## config.mk

```make
export PLATFORM = sky130hd
export DESIGN_NAME = io_periph_bank
export DESIGN_NICKNAME = d
export VERILOG_FILES = /design/src/rtl/io_periph_bank.sv
export SDC_FILE = /design/constraint.sdc
export NUM_CORES = 1
export LEC_CHECK = 0
export ABC_AREA = 1
export CAP_MARGIN = 20
export CORE_MARGIN = 10
export CORE_UTILIZATION = 40
export DETAILED_ROUTE_END_ITERATION = 8
export PLACE_DENSITY = 0.65
export SETUP_SLACK_MARGIN = 0.3
export SLEW_MARGIN = 40
export SYNTH_ARGS = -nofsm -noshare
export SYNTH_HDL_FRONTEND = slang
export SYNTH_SLANG_ARGS = --single-unit
```

## constraint.sdc

```tcl
create_clock -name clk_i -period 44.7 [get_ports clk_i]
set_input_delay 8.94 -clock clk_i [delete_from_list [all_inputs] [get_ports clk_i]]
set_output_delay 8.94 -clock clk_i [all_outputs]
set_load 0.05 [all_outputs]
```

## src/rtl/io_periph_bank.sv

```systemverilog
// ============================================================================
// io_periph_bank : memory-mapped LED/LCD/HEX/switch register bank
// Revision 1.0
// ============================================================================
`timescale 1ns/1ps
`default_nettype none

module io_periph_bank #(
  parameter int NUM_HEX         = 8,
  parameter int ADDR_W          = 12,
  parameter int SYNC_STAGES     = 2,
  parameter int DEBOUNCE_CYCLES = 4
) (
  input  logic                   clk_i,
  input  logic                   rst_i,
  input  logic [ADDR_W-1:0]      addr_i,
  input  logic [31:0]            wdata_i,
  input  logic [3:0]             be_i,
  input  logic                   we_i,
  input  logic                   re_i,
  output logic [31:0]            rdata_o,
  output logic                   rvalid_o,
  output logic                   irq_o,
  input  logic [31:0]            io_sw_i,
  output logic [31:0]            io_ledr_o,
  output logic [31:0]            io_ledg_o,
  output logic [31:0]            io_lcd_o,
  output logic [32*NUM_HEX-1:0]  io_hex_o
);

  localparam int WORD_W = ADDR_W - 2;
  localparam int CNT_W  = (DEBOUNCE_CYCLES > 1) ? $clog2(DEBOUNCE_CYCLES) : 1;
  localparam logic [CNT_W-1:0]  CNT_MAX   = CNT_W'(DEBOUNCE_CYCLES - 1);
  localparam logic [WORD_W-1:0] WORD_LEDR = WORD_W'(0);
  localparam logic [WORD_W-1:0] WORD_LEDG = WORD_W'(1);
  localparam logic [WORD_W-1:0] WORD_LCD  = WORD_W'(2);
  localparam logic [WORD_W-1:0] WORD_SW   = WORD_W'(3);

  logic [WORD_W-1:0] word;
  logic              unused_addr_bits;
  assign word             = addr_i[ADDR_W-1:2];
  assign unused_addr_bits = ^addr_i[1:0];

  function automatic logic [31:0] merge(input logic [31:0] old_val,
                                        input logic [31:0] new_val,
                                        input logic [3:0]  bmask);
    logic [31:0] res;
    for (int j = 0; j < 4; j++) begin
      res[8*j +: 8] = bmask[j] ? new_val[8*j +: 8] : old_val[8*j +: 8];
    end
    return res;
  endfunction

  logic [31:0] ledr_q, ledg_q, lcd_q;

  always_ff @(posedge clk_i or posedge rst_i) begin
    if (rst_i) begin
      ledr_q <= '0;
      ledg_q <= '0;
      lcd_q  <= '0;
    end else if (we_i) begin
      if (word == WORD_LEDR) ledr_q <= merge(ledr_q, wdata_i, be_i);
      if (word == WORD_LEDG) ledg_q <= merge(ledg_q, wdata_i, be_i);
      if (word == WORD_LCD)  lcd_q  <= merge(lcd_q,  wdata_i, be_i);
    end
  end

  assign io_ledr_o = ledr_q;
  assign io_ledg_o = ledg_q;
  assign io_lcd_o  = lcd_q;

  for (genvar gi = 0; gi < NUM_HEX; gi++) begin : g_hex
    logic [31:0] hex_q;
    always_ff @(posedge clk_i or posedge rst_i) begin
      if (rst_i) begin
        hex_q <= '0;
      end else if (we_i && word == WORD_W'(4 + gi)) begin
        hex_q <= merge(hex_q, wdata_i, be_i);
      end
    end
    assign io_hex_o[32*gi +: 32] = hex_q;
  end

  // Switch path: synchroniser, one-cycle history, shared debounce counter
  logic [31:0]      sync_q [SYNC_STAGES];
  logic [31:0]      sw_sync, sw_prev, sw_stable;
  logic [CNT_W-1:0] cnt;
  logic             settled, accept, sw_set, sw_clr;

  assign sw_sync = sync_q[SYNC_STAGES-1];
  assign settled = (sw_sync == sw_prev);
  assign accept  = settled && (cnt == CNT_MAX);
  assign sw_set  = accept && (sw_sync != sw_stable);
  assign sw_clr  = re_i && (word == WORD_SW);

  always_ff @(posedge clk_i or posedge rst_i) begin
    if (rst_i) begin
      for (int i = 0; i < SYNC_STAGES; i++) sync_q[i] <= '0;
      sw_prev   <= '0;
      sw_stable <= '0;
      cnt       <= '0;
      irq_o     <= 1'b0;
    end else begin
      sync_q[0] <= io_sw_i;
      for (int i = 1; i < SYNC_STAGES; i++) sync_q[i] <= sync_q[i-1];
      sw_prev <= sw_sync;
      if (!settled)            cnt <= '0;
      else if (cnt != CNT_MAX) cnt <= cnt + CNT_W'(1);
      if (accept) sw_stable <= sw_sync;
      // A new change outranks a same-cycle clearing read
      if (sw_set)      irq_o <= 1'b1;
      else if (sw_clr) irq_o <= 1'b0;
    end
  end

  logic [31:0] rd_val;

  always_comb begin
    rd_val = '0;
    case (word)
      WORD_LEDR: rd_val = ledr_q;
      WORD_LEDG: rd_val = ledg_q;
      WORD_LCD:  rd_val = lcd_q;
      WORD_SW:   rd_val = sw_stable;
      default:   rd_val = '0;
    endcase
    for (int i = 0; i < NUM_HEX; i++) begin
      if (word == WORD_W'(4 + i)) rd_val = io_hex_o[32*i +: 32];
    end
  end

  always_ff @(posedge clk_i or posedge rst_i) begin
    if (rst_i) begin
      rdata_o  <= '0;
      rvalid_o <= 1'b0;
    end else begin
      rvalid_o <= re_i;
      if (re_i) rdata_o <= rd_val;
    end
  end

endmodule

`default_nettype wire

```

# Yosys cells after proc, flatten, opt, wreduce, memory -nomap -nowiden
# Index checks and enable logic that the tools add are counted.
# W data, S select, Z words.
[word_totals] input_bits=84 register_bits=516 elab_cells=139
[classes] eq_ne=16 mux=13 reduce_logical=57 addsub=1
[ops] operator="$mux W32" count=8
[ops] operator="$pmux W32 S4" count=1
[ops] operator="$reduce_and A2 Y1" count=32
[ops] operator="$eq A10 B3 Y1 const B" count=4
[ops] operator="$eq A10 B4 Y1 const B" count=4
[ops] operator="$reduce_and A3 Y1" count=12
[ops] operator="$eq A32 B32 Y1" count=1
[ops] operator="$ne A32 B32 Y1" count=1
[ops] operator="$eq A10 B2 Y1 const B" count=2
[ops] operator="$logic_and A1 B1 Y1" count=11
[ops] operator="$eq A10 B1 Y1 const B" count=1
[ops] operator="$logic_not A10 Y1" count=1
[ops] operator="$mux W2" count=2
[ops] operator="$add A2 B1 Y2 const B" count=1
[ops] operator="$eq A2 B2 Y1 const B" count=1
[ops] operator="$mux W1" count=2
[ops] operator="$ne A2 B1 Y1 const B" count=1
[ops] operator="$ne A2 B2 Y1 const B" count=1
[ops] operator="$reduce_bool A2 Y1" count=1

# Longest topological paths before layout
[logic_depth] depth_word=10 ltp_mapped=17 mapped_depth_nobuf=16

# Least setup slack after synthesis
# Ideal clock, no wire load.
[synth_path] path_kind="input to register" from="input port addr_i[9]" to="register rdata_o[24]" arrival_ns=10.158 path_stages=13 required_ns=44.582 path_slack_ns=34.424 n_path_buf=2 cell_sequence="nor2_1 nand2_2 buf_4 nor2_1 buf_2 nand3_1 nand2_1 nor2_1 nand4_1 nor3_1 nand4_1 nand2_1 nand2_1"
[synth_via] elab_chain_cells=10 word_cells_on_any_way=21 classes_between="11 x eq/ne; 9 x mux; 1 x reduce/logical"
[synth_lines] item="from (decl)" line="16" source="input logic [ADDR_W-1:0] addr_i,"
[synth_lines] item="$eq A10 B2 Y1, or another cell as far along" line="120" source="case (word)"
[synth_lines] item="$pmux W32 S4" line="120"
[synth_lines] item="$mux W32 (7 in a row)" line="128" source="if (word == WORD_W'(4 + i)) rd_val = io_hex_o[32*i +: 32];"
[synth_lines] item="$mux W32 (*)" line="128"
[synth_lines] item="to (signal assigned)" line="138" source="if (re_i) rdata_o <= rd_val;"
[synth_lines] item="to (decl)" line="21" source="output logic [31:0] rdata_o,"
# Every way passes the cells marked *; elsewhere a longest branch is shown, timed or not.
# A chain may end at the register's enable or synchronous reset.

# Final worst setup path
[layout_path] from="input port addr_i[10]" to="register g_hex[6].hex_q[4]"
[layout_via] elab_chain_cells=3
[layout_lines] item="$eq A10 B4 Y1" line="77" source="end else if (we_i && word == WORD_W'(4 + gi)) begin"
[layout_lines] item="$logic_and A1 B1 Y1" line="77"
[layout_lines] item="$reduce_and A2 Y1 (no source line)"
[layout_lines] item="to (signal assigned)" line="78" source="hex_q <= merge(hex_q, wdata_i, be_i);"
[layout_lines] item="to (decl)" line="73" source="logic [31:0] hex_q;"
# Every way passes these cells.

==> impl_metrics.py <==
metrics = {
    "yosys": {
        "ys_types": 36,
        "synthCells": 2548,
        "synth-async-reset-ratio": 1.00,
        "syn-num-nets": 2633,
        "syn_avg_cell_area_um2": 8.63,
        "yosysSeqAreaShare": 0.587,
        "synthFlopType": "dfrtp_1",
        "synth_area_mm2": 0.0220,
        "yosysWarnings": 0,
        "synth-seq-cells": 516,
        "synth_edf_count": 0,
    },
    "timing": {
        "final-hold-violation-count": 0,
        "fin_ws_ns": 33.13,
        "fin_crit_sh": 0.259,
        "fmax_mhz": 86.5,
        "rsz0062_at_grt": "no",
        "skew_ns": 0.0172,
        "setup_tns_ns": 0,
        "worst_pin_slew_ns": 0.837,
        "setup_viol": 0,
        "relSlewSlack": 0.441,
        "period_minus_slack_ns": 11.57,
        "slew_viol_final": 0,
    },
    "placement": {
        "gp_congestion": 0.925,
        "port_buffers": 467,
        "post-place-ws_ns": 32.54,
        "dp_hpwl_um": 64000,
    },
    "pwr": {
        "switching_share": 0.235,
        "seqPwrFrac": 0.461,
        "powerDensity_mw_per_mm2": 35.7,
        "comb_power_share": 0.052,
        "ir_worst_vdd_v": 0.0000292,
        "p_clk_frac": 0.486,
        "p_leak_nw": 13.3,
        "power_mw": 1.04,
        "switchingPower_mw": 0.245,
        "p_int_mw": 0.797,
    },
    "clocking": {
        "clockBufferDepth": 3,
        "cts_resized": 0,
        "cts_tree": "built",
        "cts_root_buffer": "clkbuf_16",
        "ctsHtreeMaxLevel": 2,
        "clkTransAtPathRegs_ns": 0.06,
        "clock_sinks": 516,
        "numCtsBuffers": 57,
        "clk_latency_ns": 0.62,
        "postCtsHoldBufs": 0,
        "postCtsSetupBuffers": 0,
    },
    "floorplanning": {
        "dieHeight_um": 254,
        "dieArea_mm2": 0.0647,
        "std_cell_rows": 85,
        "start_util": 0.406,
        "ios": 470,
        "chipWidth_um": 254,
        "core_mm2": 0.0541,
    },
    "run": {
        "maxCapViolations": 0,
    },
    "outcome": {
        "outcome": "finished clean",
    },
    "finish": {
        "layout.nets": 3041,
        "area_delta_synth_final_pct": 32.7,
        "n_fill_cell": 4887,
        "diodes": 0,
        "layout_commonest_cell": "nand2_1",
        "mostFrequentLayoutCells": "nand2_1 (906), dfrtp_1 (516), clkdlybuf4s50_1 (467), o21ai_0 (413), inv_1 (176)",
        "drive_gt1_frac": 0.0619,
    },
    "setup_path": {
        "start_kind": "primary input",
        "required_ns": 45.16,
        "end_kind": "register",
        "path_max_fanout": 45,
        "r2r_setup_slack_ns": 42.24,
        "worst-endpoint-arrival_ns": 12.02,
        "critical_path_class": "primary input to register",
    },
    "worst_hold_path": {
        "hold_class": "register to register",
    },
    "route": {
        "first_pass_iters": 6,
        "vias": 19400,
        "antenna_left": 0,
        "drcViolationCount": 0,
        "viasPerCell": 5.24,
        "wirelength_um": 84800,
        "drt-initial-drc-count": 1488,
        "wl_per_cell_um": 22.9,
    },
    "grt": {
        "antenna_found_initial": 3,
        "grt_pass1_vias": 19000,
        "grt_use_total": 0.257,
        "grt_max_degree": 97,
        "grt_pass1_wl_um": 125000,
        "overflow": 0,
    },
}
[stage by stage]
stage | instance area (um^2) | hold WS [ns] | std cells | util
after floorplan | 22000 | 0.331 | 2548 | -
after global placement | 27000 | 0.337 | 3589 | 0.500
after detailed placement | 27100 | 0.335 | 3593 | 0.501
after CTS | 29200 | 0.349 | 3700 | 0.539
after global routing | 29200 | 0.353 | 3700 | 0.539
final | 29200 | 0.347 | 3700 | 0.539
[power groups by stage]
stage                     sequential [mW]  combinational [mW]  clock (mW)
after floorplan                     0.497              0.0207           0
after global placement              0.489              0.0540           0
after detailed placement            0.489              0.0552           0
after CTS                           0.481              0.0555       0.514
after global routing                0.481              0.0591       0.533
final                               0.481              0.0546       0.507
[cell families after synthesis]
family                   count (synthesis)  share of synthesized area
XOR/XNOR                                42                     0.0167
flip-flops                             516                      0.587
AO/OA/AOI/OAI                          471                      0.110
adder cells (fa/ha/maj)                  1                   0.000569
AND/OR/NAND/NOR                       1186                      0.224
buffers and inverters                  332                     0.0616
[cell type report]
class,instances,area (um^2),share of cell area
well taps,696,871,0.0299
inverters,190,721,0.0247
clock inverters,30,413,0.0142
clock buffers,77,1620,0.0556
repair buffers,491,4900,0.168
flip-flops and latches,516,12900,0.443
multi-input cells,1700,7740,0.265
[critical path, stage by stage]
cell	delay, ns
clkdlybuf4s50_1	0.51
nor2_4	0.11
buf_4	0.47
nand2_1	0.18
nor2_4	0.12
nand2_2	0.23
inv_2	0.61
nand2_1	0.52
nand2_1	0.18
o21ai_0	0.12
[flip-flops by register name (all words and copies together) (netlist names), 2 cells and up]
name / count
io_ledr_o: 32
io_ledg_o: 32
sw_sync: 32
io_lcd_o: 32
sw_stable: 32
sw_prev: 32
rdata_o: 32
cnt: 2
sync_q: 32
g_hex.hex_q: 256
[cell usage after synthesis, types with 2 or more instances]
| master | count | area share |
|---|---|---|
| nand2_1 | 908 | 0.16 |
| dfrtp_1 | 516 | 0.59 |
| o21ai_0 | 413 | 0.094 |
| inv_1 | 178 | 0.030 |
| nand3_1 | 94 | 0.021 |
| clkbuf_1 | 88 | 0.015 |
| nor2_1 | 69 | 0.012 |
| nand4_1 | 54 | 0.015 |
| buf_2 | 35 | 0.0080 |
| o21ai_1 | 35 | 0.0080 |
| xnor2_1 | 22 | 0.0088 |
| xor2_1 | 20 | 0.0080 |
| nand2_2 | 17 | 0.0048 |
| inv_2 | 12 | 0.0020 |
| nor2_2 | 8 | 0.0023 |
| nor3_1 | 8 | 0.0018 |
| o2111ai_1 | 8 | 0.0032 |
| o22ai_1 | 8 | 0.0023 |
| or2_2 | 8 | 0.0023 |
| buf_1 | 7 | 0.0012 |
| buf_4 | 7 | 0.0024 |
| nor2_4 | 6 | 0.0031 |
| nor4_1 | 6 | 0.0017 |
| buf_6 | 5 | 0.0026 |
| o21bai_1 | 3 | 0.0010 |
| o211ai_1 | 2 | 0.00068 |
| or2_0 | 2 | 0.00057 |
[per-layer routing]
metal	up-vias	GRT usage	share of wire
met4	4	0.105	0.040
met3	142	0.0652	0.083
met5	-	0	0.00032
li1	8971	-	-
met2	813	0.437	0.49
met1	9471	0.307	0.38
[final timing paths]
| kind | start | cells past startpoint | end |
|---|---|---|---|
| setup / recovery | addr_i[10] | 10 | g_hex[6].hex_q[4]$_DFFE_PP0P_ |
| hold / removal | sync_q[35]$_DFF_PP0_ | 0 | sw_sync[3]$_DFF_PP0_ |
| setup reg to reg | sw_sync[26]$_DFF_PP0_ | 10 | sw_stable[1]$_DFFE_PP0P_ |
| hold reg to reg | sync_q[35]$_DFF_PP0_ | 0 | sw_sync[3]$_DFF_PP0_ |
| max in group asynchronous | rst_i | 5 | g_hex[7].hex_q[18]$_DFFE_PP0P_ |
| min in group asynchronous | rst_i | 2 | sync_q[36]$_DFF_PP0_ |
(Power assumes the default switching activity.)
